--- config.mk ---
export PLATFORM = sky130hd
export DESIGN_NAME = job_ctrl_fsm
export DESIGN_NICKNAME = d
export VERILOG_FILES = /design/src/rtl/job_ctrl_pkg.sv /design/src/rtl/job_ctrl_timer.sv /design/src/rtl/job_ctrl_fsm.sv
export SDC_FILE = /design/constraint.sdc
export NUM_CORES = 1
export LEC_CHECK = 0
export CORE_MARGIN = 1.5
export CORE_UTILIZATION = 30
export CTS_BUF_LIST = sky130_fd_sc_hd__clkbuf_16
export CTS_CLUSTER_DIAMETER = 80
export DETAILED_ROUTE_END_ITERATION = 10
export MAX_ROUTING_LAYER = met4
export PLACE_DENSITY_LB_ADDON = 0.12
export SETUP_SLACK_MARGIN = 0.3
export SYNTH_ARGS = -nofsm -noshare
export SYNTH_HDL_FRONTEND = slang
export SYNTH_SLANG_ARGS = --single-unit
--- constraint.sdc ---
create_clock -name clk -period 4.83 [get_ports clk]
set_input_delay 0.966 -clock clk [delete_from_list [all_inputs] [get_ports clk]]
set_output_delay 0.966 -clock clk [all_outputs]
set_load 0.01 [all_outputs]
--- src/rtl/job_ctrl_pkg.sv ---
// Shared types and helpers for the job-control FSM: state encoding, datapath
// widths and the busy-state decode.
package job_ctrl_pkg;

  localparam int COUNTER_W = 8;
  localparam int LEN_W     = 8;
  localparam int TIMER_W   = 8;

  typedef enum logic [2:0] {
    S_IDLE   = 3'b000,
    S_WAIT   = 3'b001,
    S_ACTIVE = 3'b010,
    S_PROC   = 3'b011,
    S_DONE   = 3'b100,
    S_ERROR  = 3'b101
  } state_e;

  function automatic logic is_busy(input state_e s);
    return (s == S_WAIT) || (s == S_ACTIVE) || (s == S_PROC);
  endfunction

endpackage

--- src/rtl/job_ctrl_timer.sv ---
// Small up-counter with synchronous clear and a terminal-count compare.
// Used for the WAIT grant timeout and the ERROR auto-recovery delay.
module job_ctrl_timer
  import job_ctrl_pkg::*;
#(
  parameter logic [TIMER_W-1:0] TERMINAL = 8'd15
) (
  input  logic clk,
  input  logic rst,
  input  logic clear,
  input  logic inc,
  output logic at_tc
);

  logic [TIMER_W-1:0] count;

  // NOTE: sequential state uses non-blocking assignments so every register
  // samples the pre-edge values of the others, independent of block order.
  always_ff @(posedge clk or posedge rst) begin
    if (rst) begin
      count <= '0;
    end else if (clear) begin
      count <= '0;
    end else if (inc) begin
      count <= count + 1'b1;
    end
  end

  assign at_tc = (count == TERMINAL);

endmodule

--- src/rtl/job_ctrl_fsm.sv ---
// Job-control FSM: accepts a job, waits for a resource grant, processes len
// items one per cycle and reports DONE or ERROR. All outputs come from registers.
module job_ctrl_fsm
  import job_ctrl_pkg::*;
#(
  parameter int unsigned WAIT_TIMEOUT = 16,
  parameter int unsigned RECOV_CYCLES = 4
) (
  input  logic                 clk,
  input  logic                 rst,
  input  logic                 start,
  input  logic                 fast,
  input  logic [LEN_W-1:0]     len,
  input  logic                 grant,
  input  logic                 more,
  input  logic                 fault,
  input  logic                 clear,
  output logic [2:0]           state,
  output logic [COUNTER_W-1:0] counter,
  output logic                 busy,
  output logic                 done,
  output logic                 error_flag,
  output logic                 req
);

  state_e               state_q, state_d;
  logic [LEN_W-1:0]     rem_q;
  logic [COUNTER_W-1:0] counter_q;
  logic                 error_flag_q;
  logic                 wait_tc, recov_tc;
  logic                 accept_start, proc_item, err_clear, enter_error;

  // Timers are held at zero outside their state, so each entry starts from 0.
  job_ctrl_timer #(.TERMINAL(TIMER_W'(WAIT_TIMEOUT - 1))) u_wait_timer (
    .clk   (clk),
    .rst   (rst),
    .clear (state_q != S_WAIT),
    .inc   (state_q == S_WAIT),
    .at_tc (wait_tc)
  );

  job_ctrl_timer #(.TERMINAL(TIMER_W'(RECOV_CYCLES - 1))) u_recov_timer (
    .clk   (clk),
    .rst   (rst),
    .clear (state_q != S_ERROR),
    .inc   (state_q == S_ERROR),
    .at_tc (recov_tc)
  );

  assign accept_start = (state_q == S_IDLE) && start;
  assign proc_item    = (state_q == S_PROC) && !fault;
  assign err_clear    = (state_q == S_ERROR) && clear;
  assign enter_error  = (state_d == S_ERROR) && (state_q != S_ERROR);

  // NOTE: the default assignment before the case keeps state_d fully
  // assigned on every path, so no latch is inferred.
  always_comb begin
    state_d = state_q;
    case (state_q)
      S_IDLE: begin
        if (start) begin
          if (len == '0)   state_d = S_DONE;
          else if (fast)   state_d = S_ACTIVE;
          else             state_d = S_WAIT;
        end
      end
      S_WAIT: begin
        if (fault)        state_d = S_ERROR;
        else if (grant)   state_d = S_ACTIVE;
        else if (wait_tc) state_d = S_ERROR;
      end
      S_ACTIVE: begin
        if (fault)        state_d = S_ERROR;
        else if (more)    state_d = S_WAIT;
        else if (grant)   state_d = S_PROC;
      end
      S_PROC: begin
        if (fault)                      state_d = S_ERROR;
        else if (rem_q == LEN_W'(1))    state_d = S_DONE;
      end
      S_DONE:  state_d = S_IDLE;
      S_ERROR: begin
        if (clear)         state_d = S_IDLE;
        else if (recov_tc) state_d = S_DONE;
      end
      default: state_d = S_ERROR;  // 110/111 are unreachable but recoverable
    endcase
  end

  always_ff @(posedge clk or posedge rst) begin
    if (rst) begin
      state_q      <= S_IDLE;
      rem_q        <= '0;
      counter_q    <= '0;
      error_flag_q <= 1'b0;
    end else begin
      state_q <= state_d;

      if (accept_start)   rem_q <= len;
      else if (proc_item) rem_q <= rem_q - 1'b1;

      // clear wins over a same-cycle item so software sees a clean zero.
      if (clear)          counter_q <= '0;
      else if (proc_item) counter_q <= counter_q + 1'b1;

      if (enter_error)                    error_flag_q <= 1'b1;
      else if (accept_start || err_clear) error_flag_q <= 1'b0;
    end
  end

  assign state      = state_q;
  assign counter    = counter_q;
  assign error_flag = error_flag_q;
  assign busy       = is_busy(state_q);
  assign done       = (state_q == S_DONE);
  assign req        = (state_q == S_WAIT);

endmodule

======== Word level (Yosys, flattened, before mapping) ========
Cells that the tools add are included.
cells by class
  $add $sub $neg .......................... 4
  eq/ne operators ......................... 11
  multiplexer cells ....................... 24
  reductions and logical operators ........ 15
operator list
  operator             number
  $mux 8               8
  $mux 3               12
  $add 8x1->8 const B  3
  $pmux 3 s6           1
  $reduce_bool 2->1    5
  $eq 3x3->1 const B   3
  $eq 8x1->1 const B   1
  $eq 8x2->1 const B   1
  $eq 8x4->1 const B   1
  $logic_not 8->1      1
  $sub 8x1->8 const B  1
  $eq 3x2->1 const B   2
  $logic_and 1x1->1    4
  $eq 3x1->1 const B   1
  $logic_not 3->1      1
  $logic_or 1x1->1     3
  $ne 3x1->1 const B   1
  $ne 3x3->1 const B   1
  $mux 1               2
  $mux 2               1
  $logic_not 1->1      1
storage, ports and cells
  register bits ........................... 36
  bits of input ports ..................... 16
  output and inout port bits .............. 15

======== Depth between registers and ports, before layout ========
  depth after elaboration ................. 8
  gate-level depth with buffers ........... 7
  gate-level depth less buffers ........... 7

======== Cells and area by module ========
A second synthesis with hierarchy kept.
second synthesis, totals
  cell total of the unflattened synthesis .. 220
  area, all modules ....................... 2039.5 sq um
by module, submodules not included
  module                          instances  cells each  area each (sq um)  seq. area each (sq um)
  job_ctrl_fsm                    1          138         1214.9             500.5
  job_ctrl_timer (u_recov_timer)  1          42          416.6              200.2
  job_ctrl_timer (u_wait_timer)   1          40          407.9              200.2

======== Worst setup path after synthesis ========
Ideal clock, no wire load.
  kind .................................... input to register
  start point ............................. input len[0]
  end point ............................... register error_flag_q (netlist: error_flag)
  arrival ................................. 2.196 ns
  setup slack ............................. 2.515 ns
  cell stages on the path ................. 5
  path buffers ............................ 0
  cell sequence ........................... nor4_2 -> a21oi_1 -> a221o_1 -> a311o_1 -> o21a_1
on the way
  cells in the longest elaborated chain, start to end .. 7
RTL lines
  element                                      RTL line             source
  from (decl)                                  job_ctrl_fsm.sv:13   input logic [LEN_W-1:0] len,
  $logic_not 8->1 (*)                          job_ctrl_fsm.sv:62   if (len == '0) state_d = S_DONE;
  $mux 3 (*)                                   job_ctrl_fsm.sv:62
  $mux 3 (*)                                   job_ctrl_fsm.sv:61   if (start) begin
  $pmux 3 s6 (*)                               job_ctrl_fsm.sv:59   case (state_q)
  net state_d[0]                               job_ctrl_fsm.sv:26   state_e state_q, state_d;
  $eq 3x3->1 (*)                               job_ctrl_fsm.sv:53   assign enter_error = (state_d == S_ERROR) && (state_q != S_ERROR);
  $logic_and 1x1->1 (*)                        job_ctrl_fsm.sv:53
  $mux 1 or $reduce_bool 2->1 (tied branches)  --
  to (signal assigned)                         job_ctrl_fsm.sv:95   error_flag_q <= 1'b0;
  to (signal assigned)                         job_ctrl_fsm.sv:106  if (enter_error) error_flag_q <= 1'b1;
  to (signal assigned)                         job_ctrl_fsm.sv:107  else if (accept_start || err_clear) error_flag_q <= 1'b0;
  to (decl)                                    job_ctrl_fsm.sv:29   logic error_flag_q;
The timed path passes the listed nets; every way through them passes the cells marked *.
A chain may end at the register's enable or synchronous reset.

======== Final worst setup path ========
  start point ............................. register state_q[0] (netlist: state[0])
  end point ............................... output req
on the way
  cells in the longest elaborated chain, start to end .. 1
RTL lines
  element                 RTL line             source
  from (decl)             job_ctrl_fsm.sv:26
  from (signal assigned)  job_ctrl_fsm.sv:97   state_q <= state_d;
  $eq 3x1->1              job_ctrl_fsm.sv:116  assign req = (state_q == S_WAIT);
  to (decl)               job_ctrl_fsm.sv:23   output logic req
Every way passes these cells.

==> impl_results.md <==
* Status: completed
* Slowest stage cell, crit path: dfrtp_1
* I/O Buffers at 30
* Tightest Pin Transition at roughly 0.95 ns
* H-tree levels at 2
* Crit. End Element: primary output
* CTS Buf Count at 5
* CTS Sinks at 36
* First-pass DRT Iterations at 4
* # fillers at ~640
* WP data required at ~3.9 ns
* Worst-path clk slew at ~0.05 ns
* Worst setup margin at 1.84 ns
* Starting Density at 0.308
* # hold bufs at CTS at 0
* Lkg Pwr at slightly above 1 nW
* Setup Viol. Count Final at 0
* Post-CTS Setup Repair Bufs at 0
* Mapped Area at 1930 µm²
* CP Max Fanout at 15
* CTS tree: done
* Synthesis-to-layout area growth at 26.0%
* Yosys warns at 0
* Synth area leaders: dfrtp_1 (47%), xor2_1 (6.3%), nor2_1 (5.6%), ha_1 (3.2%), xnor2_1 (3.2%)
* Power Density at approximately 450 nW/µm²
* FP Rows at 29
* Ys async rst share at 1.00
* CP Depth at 4
* Share of layout cells above drive strength 1 at 0.0649
* CP Launch Type: register
* Syn Area/Cell at 9.76 µm²
* Hold Path Cell Cnt at 1
* Delay-heaviest family, CP: buffers and inverters
* DRT iter0 DRCs at 84
* DP HPWL at between 3000 and 4000 µm
* N_diodes at 0
* Max incr delay on CP at between 0.6 and 0.7 ns
* Initial antenna violation count at 0
* Pre-CTS WS at roughly 1.9 ns
* Vias in the first global route at 1452
* Peak VDD IR at around 0.16 mV
* Core Region at ~6300 µm²
* Number of synthesized register bits at 36
* Clock root buffer: clkbuf_16
* Top_reg_cell synth: dfrtp_1
* Skew final at between 0.003 and 0.004 ns
* Wirelength per Cell at between 10 and 15 µm
* Largest net degree at the start of global routing at 37
* Syn nets at 219
* Total gr overflow at 0
* Peak Freq at 335 MHz
* CP Cell Sequence: and2b_1 > nand2_1 > inv_1 > clkdlybuf4s50_1
* Worst hold path type: register to register
* Number of library cell types mapped by synthesis at 47
* Setup TNS Final at 0 ns
* GRT Util Overall at 0.144
* Critical path type: register to primary output
* Gate Count Post-Synth at approximately 200
* # IOs at 31
* Die area at about 6900 µm²
* Drt via density at approximately 5.0
* Die H at approximately 83 µm
* RSZ-0062 raised after global routing: false
* Antenna Nets Post-Route at 0
* Layout Nets at roughly 250
* First-pass GRT wire length at 7650 µm
* Max-slew headroom at 0.364
* Crit path arrival time at ~2 ns
* Clock Path Buffers at 2
* Worst skew pair latency at 0.28 ns
* Tmin final at about 3 ns
* Reg2reg path depth at 5
* Hold Vio Cnt, Final at 0
* Post-Route WL at between 4000 and 5000 µm
* Fin crit share at 0.619
* Max-cap violations at 0
* Post-synth EDFFs at 0
* CP bufs+invs at 2
* # DRC at 0
* Die Width at between 80 and 90 µm
* Max Slew Vio Count at 0
* Post-cts resize count at 0
* Post-synthesis sequential area ratio at 0.466
* Post-synth top area share at 0.466
* Top cell type by total area after synthesis: dfrtp_1
* Via count at approximately 1.5k
* GP Congestion at approximately 0.77
per-layer routing:
layer,GRT usage,part of all wire
met5,-,0
met3,0.0497,0.043
met2,0.200,0.46
met1,0.203,0.49
met4,0.0318,0.0042
where the power goes:
part	leakage, nW	internal, mW	switching, mW
sequential	0.484	0.358	0.0886
combinational	0.480	0.174	0.181
clock	0.0738	0.185	0.119
total	1.04	0.718	0.388
final timing paths:
kind	slack, ns	start	end
worst max-delay path	1.84	state[0]	req
worst min-delay path	0.46	u_wait_timer.count[0]	u_wait_timer.count[0]
worst max register to register	2.66	state[2]	error_flag
worst min register to register	0.46	u_wait_timer.count[0]	u_wait_timer.count[0]
max in group asynchronous	3.39	rst	u_wait_timer.count[6]
min in group asynchronous	1.10	rst	u_recov_timer.count[7]
Yosys cell counts, types with 3 or more instances:
| library cell | instances |
|---|---|
| xnor2_1 | 7 |
| o21ai_1 | 6 |
| and3_1 | 5 |
| nor4_2 | 3 |
| nand2_1 | 16 |
| dfrtp_1 | 36 |
| nor2_1 | 29 |
| ha_1 | 5 |
| xor2_1 | 14 |
| inv_1 | 7 |
| buf_4 | 3 |
| a221o_1 | 3 |
| a21oi_1 | 8 |
| buf_2 | 3 |
| nand3_1 | 11 |
layout by cell type (no fill, tap or decap), drive strengths merged, types with 3 or more instances in the layout:
cell type / count
nand3: 11
ha: 5
clkdlybuf4s50: 30
o21ai: 7
a221o: 3
xor2: 14
and3: 6
nor2: 29
xnor2: 7
nor4: 5
clkbuf: 5
nand2: 17
dfrtp: 36
inv: 10
a21oi: 8
worst register-to-register path: stages, from the launching register on:
cell and delay [ns]:
dfrtp_1 0.52, nor4b_2 0.90, a211oi_1 0.17, or2b_1 0.27, o31a_1 0.10, o21a_1 0.10
state kept, by name, indices dropped and copies added (netlist names):
register,count
counter,8
error_flag,1
u_recov_timer.count,8
state,3
rem_q,8
u_wait_timer.count,8
cell type report:
cell class / count / area (µm²) / share of cell area
clock buffer: 5 / 125 / 0.0514
clock inverter: 3 / 11.3 / 0.00462
inverter: 8 / 30.0 / 0.0123
multi-input combinational: 148 / 965 / 0.396
sequential: 36 / 901 / 0.370
tap: 77 / 96.3 / 0.0395
timing repair buffer: 31 / 308 / 0.126
stage by stage:
stage	area (µm²)	power [mW]	instances	utilization	hold slack (ns)
after floorplan	1930	0.674	198	-	0.425
after global placement	2300	0.816	300	0.366	0.449
after detailed placement	2300	0.811	300	0.366	0.455
after CTS	2440	1.12	308	0.388	0.465
after global routing	2440	1.19	308	0.388	0.496
final	2440	1.11	308	0.388	0.459
logic make-up after synthesis:
| kind of cell | Yosys count | share of synthesized area |
|---|---|---|
| AO/OA/AOI/OAI | 32 | 0.117 |
| XOR/XNOR | 21 | 0.0951 |
| adder cells (fa/ha/maj) | 5 | 0.0324 |
| buffers and inverters | 14 | 0.0349 |
| flip-flops | 36 | 0.466 |
| AND/OR/NAND/NOR | 90 | 0.254 |
No activity file was read; power rests on OpenSTA's default activity.
